File: src/rtl/ula_seq.sv
// Sequential WIDTH-bit ALU with a 16-entry opcode map, start/done handshake and
// iterative shift-add multiply and restoring divide.
module ula_seq #(
  parameter int WIDTH = 8,
  parameter int SHW   = $clog2(WIDTH)
) (
  input  logic               clk,
  input  logic               rst_n,
  input  logic               inicio,
  input  logic [3:0]         Sel,
  input  logic [WIDTH-1:0]   A,
  input  logic [WIDTH-1:0]   B,
  output logic [2*WIDTH-1:0] Saida,
  output logic               pronto,
  output logic               ocupado,
  output logic               zero,
  output logic               erro
);

  localparam int CW = (WIDTH > 1) ? $clog2(WIDTH) : 1;
  localparam logic [3:0] OP_MUL = 4'b0010;
  localparam logic [3:0] OP_DIV = 4'b0011;

  typedef enum logic {OCIOSO, CALC} state_t;

  state_t             state_q, state_d;
  logic [CW-1:0]      cnt_q, cnt_d;
  logic               is_div_q, is_div_d;
  logic [WIDTH-1:0]   opnd_q, opnd_d;
  logic [2*WIDTH-1:0] work_q, work_d;
  logic [2*WIDTH-1:0] saida_q, saida_d;
  logic               pronto_q, pronto_d;
  logic               zero_q, zero_d;
  logic               erro_q, erro_d;

  // Single-cycle operations, evaluated straight from the inputs at acceptance.
  logic [WIDTH:0]     add_sum, sub_diff;
  logic [SHW-1:0]     shamt;
  logic [2*WIDTH-1:0] dup, rot_r, rot_l;
  logic [2*WIDTH-1:0] fast_res;

  assign add_sum  = {1'b0, A} + {1'b0, B};
  assign sub_diff = {1'b0, A} - {1'b0, B};
  assign shamt    = B[SHW-1:0];
  assign dup      = {A, A};
  assign rot_r    = dup >> shamt;
  assign rot_l    = dup << shamt;

  always_comb begin
    fast_res = '0;
    case (Sel)
      4'b0000: fast_res = {{(WIDTH-1){1'b0}}, add_sum};
      4'b0001: fast_res = {{(WIDTH-1){1'b0}}, sub_diff};
      4'b0011: fast_res = {A, {WIDTH{1'b1}}};
      4'b0100: fast_res = {{WIDTH{1'b0}}, A << shamt};
      4'b0101: fast_res = {{WIDTH{1'b0}}, A >> shamt};
      4'b0110: fast_res = {{WIDTH{1'b0}}, rot_r[WIDTH-1:0]};
      4'b0111: fast_res = {{WIDTH{1'b0}}, rot_l[2*WIDTH-1:WIDTH]};
      4'b1000: fast_res = {{WIDTH{1'b0}}, A & B};
      4'b1001: fast_res = {{WIDTH{1'b0}}, A | B};
      4'b1010: fast_res = {{WIDTH{1'b0}}, A ^ B};
      4'b1011: fast_res = {{WIDTH{1'b0}}, ~(A & B)};
      4'b1100: fast_res = {{WIDTH{1'b0}}, ~(A | B)};
      4'b1101: fast_res = {{WIDTH{1'b0}}, ~(A ^ B)};
      4'b1110: fast_res = {{(2*WIDTH-1){1'b0}}, A < B};
      4'b1111: fast_res = {{(2*WIDTH-1){1'b0}}, A == B};
      default: fast_res = '0;
    endcase
  end

  // Multiply: work = {partial, multiplier}; add multiplicand on LSB, shift right.
  logic [WIDTH:0]     mul_sum;
  logic [2*WIDTH-1:0] mul_next;
  assign mul_sum  = {1'b0, work_q[2*WIDTH-1:WIDTH]} + (work_q[0] ? {1'b0, opnd_q} : '0);
  assign mul_next = {mul_sum, work_q[WIDTH-1:1]};

  // Divide: work = {remainder, dividend/quotient}; quotient bits enter at the LSB.
  logic [WIDTH:0]     div_r, div_t;
  logic               div_ge;
  logic [2*WIDTH-1:0] div_next, step;
  assign div_r    = {work_q[2*WIDTH-1:WIDTH], work_q[WIDTH-1]};
  assign div_t    = div_r - {1'b0, opnd_q};
  assign div_ge   = ~div_t[WIDTH];
  assign div_next = {(div_ge ? div_t[WIDTH-1:0] : div_r[WIDTH-1:0]),
                     work_q[WIDTH-2:0], div_ge};
  assign step     = is_div_q ? div_next : mul_next;

  always_comb begin
    state_d  = state_q;
    cnt_d    = cnt_q;
    is_div_d = is_div_q;
    opnd_d   = opnd_q;
    work_d   = work_q;
    saida_d  = saida_q;
    pronto_d = 1'b0;
    zero_d   = zero_q;
    erro_d   = erro_q;
    case (state_q)
      OCIOSO: begin
        if (inicio) begin
          erro_d = 1'b0;
          if (Sel == OP_MUL || (Sel == OP_DIV && B != '0)) begin
            state_d  = CALC;
            cnt_d    = '0;
            is_div_d = (Sel == OP_DIV);
            opnd_d   = (Sel == OP_DIV) ? B : A;
            work_d   = (Sel == OP_DIV) ? {{WIDTH{1'b0}}, A} : {{WIDTH{1'b0}}, B};
          end else begin
            saida_d  = fast_res;
            zero_d   = (fast_res == '0);
            erro_d   = (Sel == OP_DIV);
            pronto_d = 1'b1;
          end
        end
      end
      CALC: begin
        work_d = step;
        cnt_d  = cnt_q + 1'b1;
        if (cnt_q == CW'(WIDTH-1)) begin
          saida_d  = step;
          zero_d   = (step == '0);
          pronto_d = 1'b1;
          cnt_d    = '0;
          state_d  = OCIOSO;
        end
      end
      default: state_d = OCIOSO;
    endcase
  end

  always_ff @(posedge clk or negedge rst_n) begin
    if (!rst_n) begin
      state_q  <= OCIOSO;
      cnt_q    <= '0;
      is_div_q <= 1'b0;
      opnd_q   <= '0;
      work_q   <= '0;
      saida_q  <= '0;
      pronto_q <= 1'b0;
      zero_q   <= 1'b1;
      erro_q   <= 1'b0;
    end else begin
      state_q  <= state_d;
      cnt_q    <= cnt_d;
      is_div_q <= is_div_d;
      opnd_q   <= opnd_d;
      work_q   <= work_d;
      saida_q  <= saida_d;
      pronto_q <= pronto_d;
      zero_q   <= zero_d;
      erro_q   <= erro_d;
    end
  end

  assign Saida   = saida_q;
  assign pronto  = pronto_q;
  assign ocupado = (state_q == CALC);
  assign zero    = zero_q;
  assign erro    = erro_q;

endmodule

File: config.mk
export PLATFORM = sky130hd
export DESIGN_NAME = ula_seq
export DESIGN_NICKNAME = d
export VERILOG_FILES = /design/src/rtl/ula_seq.sv
export SDC_FILE = /design/constraint.sdc
export NUM_CORES = 1
export LEC_CHECK = 0
export ABC_CLOCK_PERIOD_IN_PS = 6200
export BUFFER_PORTS_ARGS = -buffer_cell sky130_fd_sc_hd__buf_4
export CAP_MARGIN = 40
export CORE_MARGIN = 1.5
export CORE_UTILIZATION = 58
export DETAILED_ROUTE_END_ITERATION = 8
export HOLD_SLACK_MARGIN = 0.15
export PLACE_DENSITY = 0.77
export SLEW_MARGIN = 30
export SYNTH_ARGS = -nofsm -noshare
export SYNTH_HDL_FRONTEND = slang
export SYNTH_SLANG_ARGS = --single-unit
File: constraint.sdc
create_clock -name clk -period 6.2 [get_ports clk]
set_clock_uncertainty 0.15 [all_clocks]
set_input_delay 0.93 -clock clk [delete_from_list [all_inputs] [get_ports clk]]
set_output_delay 0.93 -clock clk [all_outputs]
set_load 0.02 [all_outputs]
==> impl_metrics.yaml, run 1 <==
status:
  outcome: "finished, final reports clean"
clocking:
  clkLatencyLatePin_ns: 0.32
  clk_path_buf_depth: 2
  postCtsHoldBufs: 0
  htree_levels: 2
  cts_tree: "done"
  post_cts_buffers: 0
  cts_sinks: 48
  clkTransAtPathRegs_ns: 0.10
  cts_resized: 0
  clock-root-buffer: "clkbuf_8"
  cts_buffers: 5
detailed_routing:
  highest_layer: "met4"
  via_count: 5786
  initialDrtViolationCount: 337
  met2WireLength_um: 8455
  wl_met3_um: 1457
  wl_met1_um: 7352
  ant_nets: 0
  first_pass_iters: 5
  drc_errors: 0
  drt-wirelength-per-cell_um: 20.86
  drt-total-wl_um: 18040
  viasPerCell: 6.689
place:
  dp_worst_setup_slack_ns: 2.187
  port_buffers: 42
  gp_congestion: 1.009
  dp_hpwl_um: 13330
global_routing:
  grt_overflow_total: 0
  grt_pass1_vias: 5758
  grt_start_max_net_pins: 49
  grt_antenna_before_repair: 0
  grt_use_total_pct: 36.31
  grt_first_pass_wirelength_um: 29470
power_and_ir_drop:
  leakagePower_nw: 2.676
  switching_power_mw: 1.099
  ir_drop_v: 0.0002199
  p_total_mw: 2.290
  p_sw_share_pct: 47.97
  p_int_mw: 1.192
  clockPowerShare_pct: 10.3
  combPwrFrac_pct: 64.3
  p_per_area_mw_per_mm2: 376.3
  power_frac_seq_pct: 25.4
synthesis:
  syn_area_per_cell_um2: 7.781
  synth_edf_count: 0
  ys_warn_count: 0
  synthDistinctLibCells: 79
  synthTopCellsByArea: "dfrtp_1 (21%), ha_1 (9.9%), a21oi_1 (6.2%)"
  synth_most_common_cell: "nand2_1"
  synthCells: 731
  synth_nets: 803
  synth_top_cell_area_share_pct: 20.68
  ys.flop_type: "dfrtp_1"
  synth_common_cells: "nand2_1 (75), a21oi_1 (71), nor2_1 (62)"
  syn-cell-area_mm2: 0.005688
  ys_seq_area_share_pct: 21.14
  async_reset_ff_share_pct: 100.0
  yosys.area.top_type: "dfrtp_1"
  ys_ff_latch: 48
cells_and_area:
  layout.nets: 807
  multiInputGateArea_mm2: 0.004091
  area_growth_syn_to_layout_pct: 6.995
  n_fill_cell: 830
  num_antenna_cells: 0
  layout-drive-gt1-share_pct: 12.77
  final_util_pct: 64.94
  seq_area_mm2: 0.001202
worst_setup_path:
  worst-path-max-fanout: 27
  start_kind: "input pin"
  endpoint_kind: "flip-flop"
  critical_path_required_ns: 6.30
  path_class: "input pin to flip-flop"
  crit_arrival_ns: 3.82
floorplanning:
  coreArea_mm2: 0.009371
  chipHeight_um: 102.0
  pin_count: 43
  die_area_mm2: 0.01041
  die_x_um: 102.0
  initial_core_util_pct: 60.69
  rows: 35
hold_path:
  hp-class: "flip-flop to flip-flop"
timing:
  fin_hold_ws_ns: 0.3418
  max_freq_ghz: 0.2694
  fin_crit_ns: 3.712
  rsz0062_at_grt: "no"
  finalCritPeriodShare_pct: 59.87
  worst_pin_slew_ns: 0.7435
  final.setup.worst_slack_ns: 2.488
  hold_violations: 0
  fin_setup_tns_ns: 0
  slew_headroom_pct: 50.29
  setup_viol: 0
  maxSlewViolCount: 0
flow_run:
  drv_cap: 0
-- power groups by stage --
stage	clock, mW	sequential [mW]	combinational [mW]
after floorplan	0	0.622	0.986
after global placement	0	0.580	1.37
after detailed placement	0	0.585	1.44
after CTS	0.239	0.578	1.45
after global routing	0.250	0.601	1.63
final	0.236	0.581	1.47
-- final timing paths --
kind | from | to | slack [ns] | depth (start not counted)
min reg2reg | erro | erro | 0.34 | 2
min | erro | erro | 0.34 | 2
min in group asynchronous | rst_n | work_q[14] | 0.47 | 1
max reg2reg | work_q[7] | zero | 2.77 | 12
max in group asynchronous | rst_n | Saida[4] | 5.05 | 1
max | B[0] | zero | 2.49 | 12
-- layout by cell type, fill, tap and decap left out, drive strengths merged, types with 4 or more instances in the layout --
cell type and instances:
o21ai 38, o21a 10, and3 4, nand2 75, dfrtp 47, a31oi 11
and2 12, a21o 8, a221oi 4, nor2b 9, nor2 62, xnor2 5
clkbuf 5, xor2 5, mux2i 30, mux2 19, buf 48, nor4 4
o211ai 7, ha 45, nand2b 21, or4 5, a2111oi 5, a211oi 20
or3 6, nor3 22, a211o 5, a32o 4, nand4 8, o31ai 4
fa 4, a21oi 72, nand3 15, inv 40
-- layout make-up --
cell class / instances / share of cell area [%]
Tap cell: 129 / 2.652
Sequential cell: 48 / 19.76
Clock buffer: 5 / 1.131
Timing Repair Buffer: 48 / 6.003
Clock inverter: 3 / 0.7607
Inverter: 40 / 2.467
Multi-Input combinational cell: 592 / 67.23
-- metal layers --
layer	track usage [%]	up-vias
li1	-	2672
met1	45.96	2746
met2	60.37	312
met3	4.993	56
met4	18.76	0
met5	0	-
-- worst max-delay path, stage by stage --
cell      delay (ns)
buf_4           0.32
ha_1            0.33
inv_1           0.08
fa_1            0.38
nand2b_1        0.20
a311o_1         0.33
a21oi_1         0.13
nor2_1          0.06
or4b_4          0.56
nor4_2          0.25
nand4_1         0.14
o211ai_2        0.10
-- metrics by stage --
stage,instance area [um^2],cells
3_5_place_dp,5971,857
2_1_floorplan,5688,731
6_report,6086,865
5_1_grt,6086,865
3_3_place_gp,5951,855
4_1_cts,6086,865
-- flip-flops by register name, indices dropped and copies added (netlist names) --
| name | flops |
|---|---|
| pronto | 1 |
| cnt_q | 3 |
| Saida | 16 |
| work_q | 16 |
| ocupado | 1 |
| opnd_q | 8 |
| is_div_q | 1 |
| zero | 1 |
| erro | 1 |
-- kinds of logic (layout without fill, tap and decap cells) --
family	after synthesis	count (layout)	synth area share, %
AND/OR/NAND/NOR	258	258	22.88
AO/OA/AOI/OAI	224	224	26.02
buffers and inverters	91	96	7.083
multiplexers	51	51	10.03
adder cells (fa/ha/maj)	49	49	11.31
flip-flops	48	48	21.14
XOR/XNOR	10	10	1.540
(Power assumes the default switching activity.)
==> run 2: changes to the inputs <==
--- a/config.mk
+++ b/config.mk
@@ -5,7 +5,7 @@
 export SDC_FILE = /design/constraint.sdc
 export NUM_CORES = 1
 export LEC_CHECK = 0
-export ABC_CLOCK_PERIOD_IN_PS = 6200
+export ABC_CLOCK_PERIOD_IN_PS = 3600
 export BUFFER_PORTS_ARGS = -buffer_cell sky130_fd_sc_hd__buf_4
 export CAP_MARGIN = 40
 export CORE_MARGIN = 1.5
==> constraint.sdc (replaced) <==
create_clock -name clk -period 3.6 [get_ports clk]
set_clock_uncertainty 0.15 [all_clocks]
set_input_delay 0.54 -clock clk [delete_from_list [all_inputs] [get_ports clk]]
set_output_delay 0.54 -clock clk [all_outputs]
set_load 0.02 [all_outputs]
==> run 2 against run 1 <==
Cell count rose by 1.4%; sequential share of layout area fell by 0.24 points; sequential power rose by 79%; register-to-register slack got worse by 2.5 ns; largest cell class unchanged; combinational power rose by 75%; highest routed layer unchanged; power rose by 72%.
==> impl_metrics.yaml, run 2 (same netlist as run 1, synthesis figures left out) <==
power_and_ir_drop:
  p_int_mw: 2.006
  leakagePower_nw: 2.720
  p_sw_share_pct: 49.13
  p_per_area_mw_per_mm2: 640.0
  power_frac_seq_pct: 26.3
  switching_power_mw: 1.938
  ir_drop_v: 0.0003493
  clockPowerShare_pct: 8.4
  combPwrFrac_pct: 65.2
floorplanning:
  die_area_mm2: 0.01041
  coreArea_mm2: 0.009371
  die_x_um: 102.0
  initial_core_util_pct: 60.69
  pin_count: 43
  rows: 35
  chipHeight_um: 102.0
global_routing:
  grt_overflow_total: 0
  grt_start_max_net_pins: 49
  grt_antenna_before_repair: 0
  grt_pass1_vias: 5565
  grt_first_pass_wirelength_um: 30030
  grt_use_total_pct: 36.98
clocking:
  post_cts_buffers: 0
  clkLatencyLatePin_ns: 0.31
  htree_levels: 2
  clkTransAtPathRegs_ns: 0.10
  cts_buffers: 5
  clk_path_buf_depth: 2
  cts_sinks: 48
  cts_tree: "done"
  clock-root-buffer: "clkbuf_8"
timing:
  fin_setup_tns_ns: 0
  worst_pin_slew_ns: 0.6680
  hold_violations: 0
  finalCritPeriodShare_pct: 91.51
  fin_hold_ws_ns: 0.3477
  slew_headroom_pct: 55.09
  max_freq_ghz: 0.3035
  setup_viol: 0
  maxSlewViolCount: 0
  fin_crit_ns: 3.294
  rsz0062_at_grt: "no"
place:
  dp_hpwl_um: 14130
  gp_congestion: 1.029
  port_buffers: 42
worst_setup_path:
  critical_path_required_ns: 3.69
  worstRegToRegCells: 13
  cp-startpoint: "work_q[7]"
  endpoint_kind: "flip-flop"
  start_kind: "flip-flop"
  timing.rr.end: "zero"
  worst-path-max-fanout: 7
  r2r-start: "work_q[7]"
  crit_path_cell_trace: "inv_1, ha_1, inv_1, fa_1, a21oi_2, o211a_1, o21ai_0, buf_4, nand2_1, mux2_2, a211oi_1, nand4_1, o211ai_2"
  crit_arrival_ns: 3.38
  rrSetupSlack_ns: 0.31
  cpMostUsedCell: "inv_1"
  slowest_stage: "dfrtp_1"
  path_class: "flip-flop to flip-flop"
  max_stage_delay_ns: 0.45
detailed_routing:
  via_count: 5903
  ant_nets: 0
  viasPerCell: 6.731
  first_pass_iters: 5
  initialDrtViolationCount: 460
  drt-total-wl_um: 18800
  drt-wirelength-per-cell_um: 21.44
  drc_errors: 0
cells_and_area:
  num_antenna_cells: 0
  area_growth_syn_to_layout_pct: 8.337
  layout.nets: 819
  n_fill_cell: 822
  layout-drive-gt1-share_pct: 14.17
  layout_common_cells: "nand2_1 (75), a21oi_1 (70), nor2_1 (62), buf_4 (58), dfrtp_1 (47)"
  layout_commonest_cell: "nand2_1"
flow_run:
  drv_cap: 0
hold_path:
  hp-class: "flip-flop to flip-flop"
  whs_endpoint: "erro"
  hold_path_depth: 2
  worstHoldStart: "erro"
status:
  outcome: "finished, final reports clean"
run 2: changes by cell type in the layout (fill, tap and decap cells not counted):
cell	previous run	this run
clkinv_4	0	1
buf_4	46	58
dlygate4sd3_1	0	1
inv_6	1	0
a21oi_2	1	2
a21oi_1	71	70
bufinv_16	1	0
clkinvlp_4	1	2
buf_2	1	0
run 2: per-stage QoR:
step                      setup slack (ns)  total power, mW  std cells  utilization [%]  cell area, um^2
after floorplan                     0.4129            2.769        731                -             5688
final                               0.3056            3.944        877            65.75             6162
after global routing               0.03700            4.226        877            65.75             6162
after CTS                           0.3037            3.869        877            65.71             6158
after global placement              0.2745            3.397        867            64.46             6041
after detailed placement            0.2784            3.518        868            64.62             6056
run 2: worst max-delay path by stage:
stage and endpoint:
3_3_place_gp zero, 4_1_cts zero, 3_5_place_dp zero, 5_1_grt zero, 6_report zero, 2_1_floorplan zero
run 2: what timing repair did:
action	4_1_cts	5_1_grt
hold buffers	1	0
resized for setup	0	1
setup endpoints to repair	0	1
hold endpoints to repair	47	0
run 2: cell type report:
cell class / count / area [um^2] / share of cell area, %
Tap cell: 129 / 161.4 / 2.619
Clock inverter: 3 / 23.77 / 0.3858
Inverter: 40 / 150.1 / 2.437
Multi-Input combinational cell: 592 / 4095 / 66.46
Timing Repair Buffer: 60 / 460.4 / 7.472
Sequential cell: 48 / 1202 / 19.51
Clock buffer: 5 / 68.82 / 1.117
run 2: routing by layer:
metal,vias to the layer above,share of wire (%),track usage (%)
li1,2685,-,-
met1,2801,40,47.20
met2,337,47,62.30
met3,80,8.5,4.856
met4,0,4.9,16.75
met5,-,0,0
run 2: power groups by stage:
stage               clock (mW)  combinational, mW  sequential [mW]
floorplan                    0               1.70             1.07
global placement             0               2.37             1.03
detailed placement           0               2.48             1.04
CTS                      0.327               2.51             1.03
global route             0.351               2.81             1.07
finish                   0.332               2.57             1.04
run 2: worst max-delay path, delay by kind of cell (launching register included):
| kind | cells | cell delay, ns |
|---|---|---|
| DFF | 1 | 0.45 |
| buffers and inverters | 3 | 0.37 |
| adders and majority gates | 2 | 0.58 |
| and+or+nand+nor | 2 | 0.32 |
| AOI/OAI and AO/OA | 5 | 0.96 |
| muxes | 1 | 0.38 |
